`src/rtl/div_result_bcd_pkg.sv`:
```
// ============================================================================
// Module  : div_pkg (package)
// Brief   : Shared types, constants and parameter check for div_result_bcd.
// Revision: 1.0 - initial release
// ============================================================================
`default_nettype none

package div_pkg;

    typedef enum logic [1:0] {
        IDLE  = 2'd0,
        SHIFT = 2'd1,
        DONE  = 2'd2
    } state_t;

    localparam logic [3:0] BCD_BLANK = 4'hF;

    // True when DIGITS decimal digits can hold the largest WIDTH-bit value.
    function automatic bit digits_legal(input int width, input int digits);
        longint unsigned p;
        longint unsigned maxv;
        p = 1;
        for (int i = 0; i < digits; i++) begin
            p = p * 10;
        end
        maxv = (64'd1 << width) - 64'd1;
        return (p > maxv);
    endfunction

endpackage

`default_nettype wire

```
`src/rtl/div_result_bcd_add3.sv`:
```
// ============================================================================
// Module  : bcd_add3_digit
// Brief   : Double-dabble correction for one BCD digit (+3 when >= 5).
// Revision: 1.0 - initial release
// ============================================================================
`default_nettype none

module bcd_add3_digit (
    input  logic [3:0] i_digit,
    output logic [3:0] o_digit
);

    assign o_digit = (i_digit >= 4'd5) ? (i_digit + 4'd3) : i_digit;

endmodule

`default_nettype wire

```
`src/rtl/div_result_bcd.sv`:
```
// ============================================================================
// Module  : div_result_bcd
// Brief   : Iterative binary-to-BCD converter for a quotient/remainder pair.
//           Optional macro DIV_BCD_LZ_BLANK_EN enables leading-zero blanking.
// Revision: 1.0 - initial release
// ============================================================================
`default_nettype none

module div_result_bcd
    import div_pkg::*;
#(
    parameter int WIDTH  = 8,
    parameter int DIGITS = 3
) (
    input  logic                  clk,
    input  logic                  rst,
    input  logic                  in_valid,
    output logic                  in_ready,
    input  logic [WIDTH-1:0]      in_quot,
    input  logic [WIDTH-1:0]      in_rem,
    input  logic                  in_dbz,
    output logic                  out_valid,
    input  logic                  out_ready,
    output logic [4*DIGITS-1:0]   out_quot_bcd,
    output logic [4*DIGITS-1:0]   out_rem_bcd,
    output logic                  out_err,
    output logic                  busy
);

    localparam int c_bcd_w = 4 * DIGITS;
    localparam int c_cnt_w = $clog2(WIDTH + 1);

    generate
        if (!digits_legal(WIDTH, DIGITS)) begin : g_bad_digits
            $error("div_result_bcd: DIGITS too small for WIDTH");
        end
    endgenerate

    state_t               r_state;
    logic [WIDTH-1:0]     r_q_bin;
    logic [WIDTH-1:0]     r_r_bin;
    logic [c_bcd_w-1:0]   r_q_bcd;
    logic [c_bcd_w-1:0]   r_r_bcd;
    logic [c_cnt_w-1:0]   r_cnt;
    logic                 r_err;
    logic                 r_in_ready;
    logic                 r_out_valid;
    logic                 r_busy;
    logic [c_bcd_w-1:0]   r_out_quot;
    logic [c_bcd_w-1:0]   r_out_rem;
    logic                 r_out_err;

    logic [c_bcd_w-1:0]   w_q_adj;
    logic [c_bcd_w-1:0]   w_r_adj;
    logic [c_bcd_w-1:0]   w_q_shift;
    logic [c_bcd_w-1:0]   w_r_shift;
    logic [c_bcd_w-1:0]   w_q_final;
    logic [c_bcd_w-1:0]   w_r_final;
    logic                 w_unused_msb;

    generate
        for (genvar g = 0; g < DIGITS; g++) begin : g_digit
            bcd_add3_digit u_q_add3 (
                .i_digit (r_q_bcd[4*g +: 4]),
                .o_digit (w_q_adj[4*g +: 4])
            );
            bcd_add3_digit u_r_add3 (
                .i_digit (r_r_bcd[4*g +: 4]),
                .o_digit (w_r_adj[4*g +: 4])
            );
        end
    endgenerate

    // The top adjusted bit always shifts out; it is zero for any legal DIGITS.
    assign w_unused_msb = ^{w_q_adj[c_bcd_w-1], w_r_adj[c_bcd_w-1]};
    assign w_q_shift    = {w_q_adj[c_bcd_w-2:0], r_q_bin[WIDTH-1]};
    assign w_r_shift    = {w_r_adj[c_bcd_w-2:0], r_r_bin[WIDTH-1]};

`ifdef DIV_BCD_LZ_BLANK_EN
    function automatic logic [c_bcd_w-1:0] f_blank(input logic [c_bcd_w-1:0] v,
                                                   input logic err);
        logic [c_bcd_w-1:0] o;
        logic               lead;
        o    = v;
        lead = 1'b1;
        for (int i = DIGITS - 1; i > 0; i--) begin
            if (lead && (v[4*i +: 4] == 4'd0)) begin
                o[4*i +: 4] = BCD_BLANK;
            end else begin
                lead = 1'b0;
            end
        end
        if (err) begin
            o = {DIGITS{BCD_BLANK}};
        end
        return o;
    endfunction

    assign w_q_final = f_blank(w_q_shift, r_err);
    assign w_r_final = f_blank(w_r_shift, r_err);
`else
    assign w_q_final = w_q_shift;
    assign w_r_final = w_r_shift;
`endif

    always_ff @(posedge clk) begin
        if (rst) begin
            r_state     <= IDLE;
            r_q_bin     <= '0;
            r_r_bin     <= '0;
            r_q_bcd     <= '0;
            r_r_bcd     <= '0;
            r_cnt       <= '0;
            r_err       <= 1'b0;
            r_in_ready  <= 1'b1;
            r_out_valid <= 1'b0;
            r_busy      <= 1'b0;
            r_out_quot  <= '0;
            r_out_rem   <= '0;
            r_out_err   <= 1'b0;
        end else begin
            case (r_state)
                IDLE: begin
                    if (in_valid && r_in_ready) begin
                        r_q_bin    <= in_quot;
                        r_r_bin    <= in_rem;
                        r_err      <= in_dbz;
                        r_q_bcd    <= '0;
                        r_r_bcd    <= '0;
                        r_cnt      <= c_cnt_w'(WIDTH);
                        r_in_ready <= 1'b0;
                        r_busy     <= 1'b1;
                        r_state    <= SHIFT;
                    end
                end
                SHIFT: begin
                    r_q_bcd <= w_q_shift;
                    r_r_bcd <= w_r_shift;
                    r_q_bin <= {r_q_bin[WIDTH-2:0], 1'b0};
                    r_r_bin <= {r_r_bin[WIDTH-2:0], 1'b0};
                    r_cnt   <= r_cnt - c_cnt_w'(1);
                    // Last bit: publish the post-shift value in the same edge.
                    if (r_cnt == c_cnt_w'(1)) begin
                        r_out_quot  <= w_q_final;
                        r_out_rem   <= w_r_final;
                        r_out_err   <= r_err;
                        r_out_valid <= 1'b1;
                        r_state     <= DONE;
                    end
                end
                DONE: begin
                    if (out_ready) begin
                        r_out_valid <= 1'b0;
                        r_in_ready  <= 1'b1;
                        r_busy      <= 1'b0;
                        r_state     <= IDLE;
                    end
                end
                default: begin
                    r_state     <= IDLE;
                    r_in_ready  <= 1'b1;
                    r_out_valid <= 1'b0;
                    r_busy      <= 1'b0;
                end
            endcase
        end
    end

    assign in_ready     = r_in_ready;
    assign out_valid    = r_out_valid;
    assign busy         = r_busy;
    assign out_quot_bcd = r_out_quot;
    assign out_rem_bcd  = r_out_rem;
    assign out_err      = r_out_err;

endmodule

`default_nettype wire

```
`config.mk`:
```
export PLATFORM = sky130hd
export DESIGN_NAME = div_result_bcd
export DESIGN_NICKNAME = d
export VERILOG_FILES = /design/src/rtl/div_result_bcd_pkg.sv /design/src/rtl/div_result_bcd_add3.sv /design/src/rtl/div_result_bcd.sv
export SDC_FILE = /design/constraint.sdc
export NUM_CORES = 1
export LEC_CHECK = 0
export CORE_MARGIN = 10
export CORE_UTILIZATION = 45
export CTS_CLUSTER_SIZE = 8
export DETAILED_ROUTE_END_ITERATION = 10
export MAX_ROUTING_LAYER = met4
export PLACE_DENSITY = 0.68
export SYNTH_ARGS = -nofsm -noshare
export SYNTH_HDL_FRONTEND = slang
export SYNTH_SLANG_ARGS = --single-unit
```
`constraint.sdc`:
```
create_clock -name clk -period 2.1 [get_ports clk]
set_clock_uncertainty 0.1 [all_clocks]
set_input_delay 0.315 -clock clk [delete_from_list [all_inputs] [get_ports clk]]
set_output_delay 0.315 -clock clk [all_outputs]
set_load 0.1 [all_outputs]
```
Word-level counts from Yosys, hierarchy flattened
Cells that the tools add are included.
{"block": "totals", "reg_bits": 75, "in_bits": 21, "word_cells": 70}
{"block": "classes", "add_sub_neg": 7, "order_cmp": 6, "n_eq_ne": 6, "mux": 27, "bitwise": 2, "n_reduce_logical": 9}
{"cell": "$pmux W12 S2", "n": 2}
{"cell": "$pmux W8 S2", "n": 2}
{"cell": "$ge A4 B3 Y1 const B", "n": 6}
{"cell": "$mux W4", "n": 5}
{"cell": "$add A4 B2 Y4 const B", "n": 4}
{"cell": "$mux W8", "n": 2}
{"cell": "$mux W12", "n": 1}
{"cell": "$pmux W1 S3", "n": 3}
{"cell": "$reduce_and A3 Y1", "n": 3}
{"cell": "$pmux W4 S2", "n": 1}
{"cell": "$add A3 B2 Y3 const B", "n": 2}
{"cell": "$mux W2", "n": 3}
{"cell": "$mux W3", "n": 2}
{"cell": "$ne A2 B2 Y1 const B", "n": 3}
{"cell": "$pmux W2 S3", "n": 1}
{"cell": "$reduce_and A2 Y1", "n": 3}
{"cell": "$mux W1", "n": 5}
{"cell": "$eq A4 B1 Y1 const B", "n": 1}
{"cell": "$sub A4 B1 Y4 const B", "n": 1}
{"cell": "$eq A2 B1 Y1 const B", "n": 1}
{"cell": "$eq A2 B2 Y1 const B", "n": 1}
{"cell": "$logic_not A2 Y1", "n": 1}
{"cell": "$not A1 Y1", "n": 2}
{"cell": "$reduce_bool A2 Y1", "n": 1}
{"cell": "$logic_and A1 B1 Y1", "n": 1}

Longest topological paths before layout
{"block": "logic_depth", "word_depth": 3, "mapped_depth": 7, "ltp_nobuf": 6}

Cells and area by module
Synthesis repeated with hierarchy kept, for this count alone.
{"block": "unflattened", "cells_unflattened": 382, "area_unflattened_um2": 3503.4}
{"mod": "div_result_bcd", "instances": 1, "cells_each": 286, "area_per_inst_um2": 2895.3, "seq_area_each_um2": 1501.4}
{"mod": "bcd_add3_digit", "instances": 6, "cells_each": 16, "area_per_inst_um2": 101.3, "seq_area_each_um2": 0.0}

Worst setup path before layout
Ideal clock, no wire load.
{"block": "synth_path", "path_kind": "reg2reg", "from": "register r_in_ready, in the netlist in_ready", "to": "register r_r_bin[6]", "setup_ns": 0.091, "arrival_time_ns": 1.917, "slack_ns": -0.008, "stages_incl_launch_ff": 6, "path_buffers": 1, "period_less_slack_ns": 2.108, "cell_sequence": "dfxtp_1 > nand4bb_1 > nand2_2 > buf_6 > nor2_1 > a311oi_1"}
{"block": "synth_via", "elab_chain_len": 3}
{"item": "from (decl)", "line_no": "div_result_bcd.sv:46", "source": "logic r_in_ready;"}
{"item": "from (signal assigned)", "line_no": "div_result_bcd.sv:115", "source": "r_in_ready <= 1'b1;"}
{"item": "from (signal assigned)", "line_no": "div_result_bcd.sv:131", "source": "r_in_ready <= 1'b0;"}
{"item": "from (signal assigned)", "line_no": "div_result_bcd.sv:154", "source": "r_in_ready <= 1'b1;"}
{"item": "$logic_and A1 B1 Y1", "line_no": "div_result_bcd.sv:124", "source": "if (in_valid && r_in_ready) begin"}
{"item": "$ne A2 B2 Y1 (no line)"}
{"item": "$reduce_and A2 Y1 (no line)"}
{"item": "to (signal assigned)", "line_no": "div_result_bcd.sv:126", "source": "r_r_bin <= in_rem;"}
{"item": "to (signal assigned)", "line_no": "div_result_bcd.sv:140", "source": "r_r_bin <= {r_r_bin[WIDTH-2:0], 1'b0};"}
{"item": "to (decl)", "line_no": "div_result_bcd.sv:41", "source": "logic [WIDTH-1:0] r_r_bin;"}
No other way between the ends.
A chain may end at the register's enable or synchronous reset.

Final worst setup path
{"block": "layout_path", "from": "register r_cnt[0]", "to": "register r_out_rem[1], in the netlist out_rem_bcd[1]"}
{"block": "layout_via", "elab_chain_len": 2}
{"item": "from (decl)", "line_no": "div_result_bcd.sv:44", "source": "logic [c_cnt_w-1:0] r_cnt;"}
{"item": "from (signal assigned)", "line_no": "div_result_bcd.sv:130", "source": "r_cnt <= c_cnt_w'(WIDTH);"}
{"item": "from (signal assigned)", "line_no": "div_result_bcd.sv:141", "source": "r_cnt <= r_cnt - c_cnt_w'(1);"}
{"item": "$eq A4 B1 Y1", "line_no": "div_result_bcd.sv:143", "source": "if (r_cnt == c_cnt_w'(1)) begin"}
{"item": "$reduce_and A2 Y1 (no line)"}
{"item": "to (signal assigned)", "line_no": "div_result_bcd.sv:145", "source": "r_out_rem <= w_r_final;"}
{"item": "to (decl)", "line_no": "div_result_bcd.sv:50", "source": "logic [c_bcd_w-1:0] r_out_rem;"}
No other way between the ends.

==> out/results.txt <==
status: finished, final reports clean
antenna violations before repair: 0
largest net degree at the start of global routing: 31
Post-CTS Setup Bufs: 0
layout cells sized above 1: 17.61%
clock latency on the worst-skew pair: 340 ps
Synth Register Bits: 75
final setup fails: 0
kind of critical path: reg2reg
GR Layer Usage met3: 3.925%
vias post-DR: 2,826
pwr dens: 798.9 nW/µm²
Internal: 2.384 mW
Core Box Area: 7253 µm²
Mapped Nets: 408
DP HPWL: 5261 µm
Area contributors post-synth: dfxtp_1 45%, ha_1 5.2%, a21oi_1 5.1%
Post-Syn Area: 3339 µm²
GRT Util Overall: 13.98%
# port buffers: 48
Synth warnings: 0
Psw: 0.8795 mW
clock-pin slew on the worst setup and hold paths: 80 ps
Crit Path Max Fanout: 10
post-route setup slack: 210.6 ps
maximum VDD drop: 0.3850 mV
antenna-violating nets left: 0
worst flop-to-flop path endpoint: out_rem_bcd[1]
Core Rows: 31
first-pass GRT wire length: 12,830 µm
total wire length: 7663 µm
Combinational Power Share: 13.7%
Critical Path End: out_rem_bcd[1]
met2 Usage GRT: 22.39%
number of CTS-inserted buffers: 9
GR met1 Demand/Resource: 16.79%
Critical Path AT: 2060 ps
WP data required: 2270 ps
launch point of the worst path: r_cnt[0]
Max-Slew Margin vs Limit: 58.19%
Layout fillers: 666
number of max-cap violations: 0
IO Pins: 49
Yosys cell types: 38
DRC Markers: 0
gr ovfl total: 0
Die Y: 106.1 µm
clk sinks: 75
Seq/Total Area, Yosys: 44.96%
Setup crit end kind: register
Root Driver: clkbuf_8
Cells after Synth: 373
htree depth: 3
Final Cycle Share: 89.97%
max frequency: 0.5293 GHz
post-route minimum period: 1889 ps
vias per cell: 5.383
Syn Area/Cell: 8.953 µm²
Final Max Tran Viols: 0
final setup TNS: 0 ps
die span in x: 106.1 µm
Switching Share: 26.95%
post-route cell area: 4085 µm²
Setup crit start kind: register
drt first pass iters: 5
Initial Utilization: 46.04%
WL/cell: 14.60 µm
CTS tree: done
pre-CTS setup slack: 228.5 ps
vias in the first global route: 2,760
sequential share of power: 46.8%
cell type with the highest aggregate area in the netlist: dfxtp_1
final weighted congestion in routability-driven placement: 0.7859
Final Hold Viols: 0
R2R Path Start: r_cnt[0]
area delta synth->final: 22.33%
Yosys top cell area share: 44.96%
clock power share: 39.5%
DP Area: 3850 µm²
full die area: 11,270 µm²
Clock Tree Buf Depth: 2
1st-iter DRT viols: 139
worst min path class: in2reg
FF-to-FF path depth: 4
Leakage Power: 1.485 nW
RSZ-0062 raised after global routing: no
GR peak layer: met2
Inserted Diodes: 0
internal reg-to-reg setup slack: 210 ps
cts hold-fix bufs: 0
worst slew pin tran: 627.1 ps
post-cts repair resize count: 0
fin nets: 456
## sequential cells by signal, summed over array words and instances (netlist names)
name          count
busy              1
in_ready          1
out_err           1
out_quot_bcd     12
out_rem_bcd      12
out_valid         1
r_cnt             4
r_err             1
r_q_bcd          12
r_q_bin           8
r_r_bcd          12
r_r_bin           8
r_state           2
## cell usage after synthesis, drive strengths merged
| cell | n |
|---|---|
| o2bb2ai | 14 |
| nor3b | 12 |
| nor2b | 1 |
| buf | 15 |
| mux2 | 5 |
| a22o | 2 |
| a21oi | 34 |
| o22ai | 11 |
| nand2b | 19 |
| or2 | 1 |
| or3 | 2 |
| nor3 | 15 |
| nand2 | 37 |
| a211oi | 11 |
| o21ai | 11 |
| xnor2 | 6 |
| clkbuf | 8 |
| inv | 15 |
| nand3 | 8 |
| a311oi | 9 |
| nand4bb | 1 |
| nor4 | 1 |
| or3b | 1 |
| nor2 | 33 |
| xor2 | 1 |
| dfxtp | 75 |
| ha | 14 |
| mux2i | 1 |
| a22oi | 7 |
| and4bb | 1 |
| a21o | 2 |
## how the worst min path moves through the flow
stage                    start             end  slack, ps  cells past startpoint
floorplan                r_err         out_err        330                      2
global placement    r_r_bcd[9]      r_r_bcd[9]        350                      1
detailed placement  r_q_bin[1]      r_q_bin[1]        350                      2
CTS                        rst  out_rem_bcd[0]        230                      2
global route               rst      r_state[1]        250                      2
finish                     rst  out_rem_bcd[0]        240                      2
## metrics by stage
stage | utilization, % | std cells | hold slack [ps] | power (mW)
2_1_floorplan | - | 373 | 332.1 | 1.867
3_3_place_gp | 53.08 | 509 | 347.2 | 1.999
3_5_place_dp | 53.08 | 509 | 351.0 | 2.007
4_1_cts | 56.32 | 525 | 226.6 | 3.296
5_1_grt | 56.32 | 525 | 246.5 | 3.391
6_report | 56.32 | 525 | 240.7 | 3.264
## metal layers
metal	vias up	part of all wire [%]
met3	10	4.2
met4	0	1.1
li1	1420	-
met2	52	46
met1	1344	49
met5	-	0
## cell type report
class	count	area [µm²]	area share, %
Multi-Input combinational cell	260	1659	40.61
Sequential cell	75	1503	36.78
Timing Repair Buffer	60	508.0	12.43
Clock buffer	11	151.4	3.706
Tap cell	99	123.9	3.032
Clock inverter	5	83.83	2.052
Inverter	15	56.30	1.378
## cell usage in the layout, fill, tap and decap left out, drive strengths merged, types with 12 or more instances in the layout
| cell type | netlist | final |
|---|---|---|
| a21oi | 34 | 34 |
| buf | 15 | 41 |
| clkdlybuf4s50 | 0 | 19 |
| dfxtp | 75 | 75 |
| ha | 14 | 14 |
| inv | 15 | 16 |
| nand2 | 37 | 37 |
| nand2b | 19 | 19 |
| nor2 | 33 | 33 |
| nor3 | 15 | 15 |
| nor3b | 12 | 12 |
| o2bb2ai | 14 | 14 |
## logic make-up after synthesis
kind of cell / after synthesis / share of synthesized area [%]
simple gates: 132 / 20.01
compound gates: 101 / 20.46
flops: 75 / 44.96
buf+inv: 38 / 5.507
fa+ha+maj: 14 / 5.245
xor+xnor: 7 / 1.836
mux: 6 / 1.986
## worst max-delay path, stage by stage (launching register included)
cell and delay [ps]:
dfxtp_1 400, ha_1 160, or3b_4 390, or3_1 530, o22ai_1 240
## power by group through the flow
stage / clock [mW] / combinational, mW / sequential, mW
2_1_floorplan: 0 / 0.241 / 1.63
3_3_place_gp: 0 / 0.440 / 1.56
3_5_place_dp: 0 / 0.447 / 1.56
4_1_cts: 1.32 / 0.450 / 1.53
5_1_grt: 1.36 / 0.491 / 1.54
6_report: 1.29 / 0.448 / 1.53
Note: power is estimated with default switching activity, not from simulation.
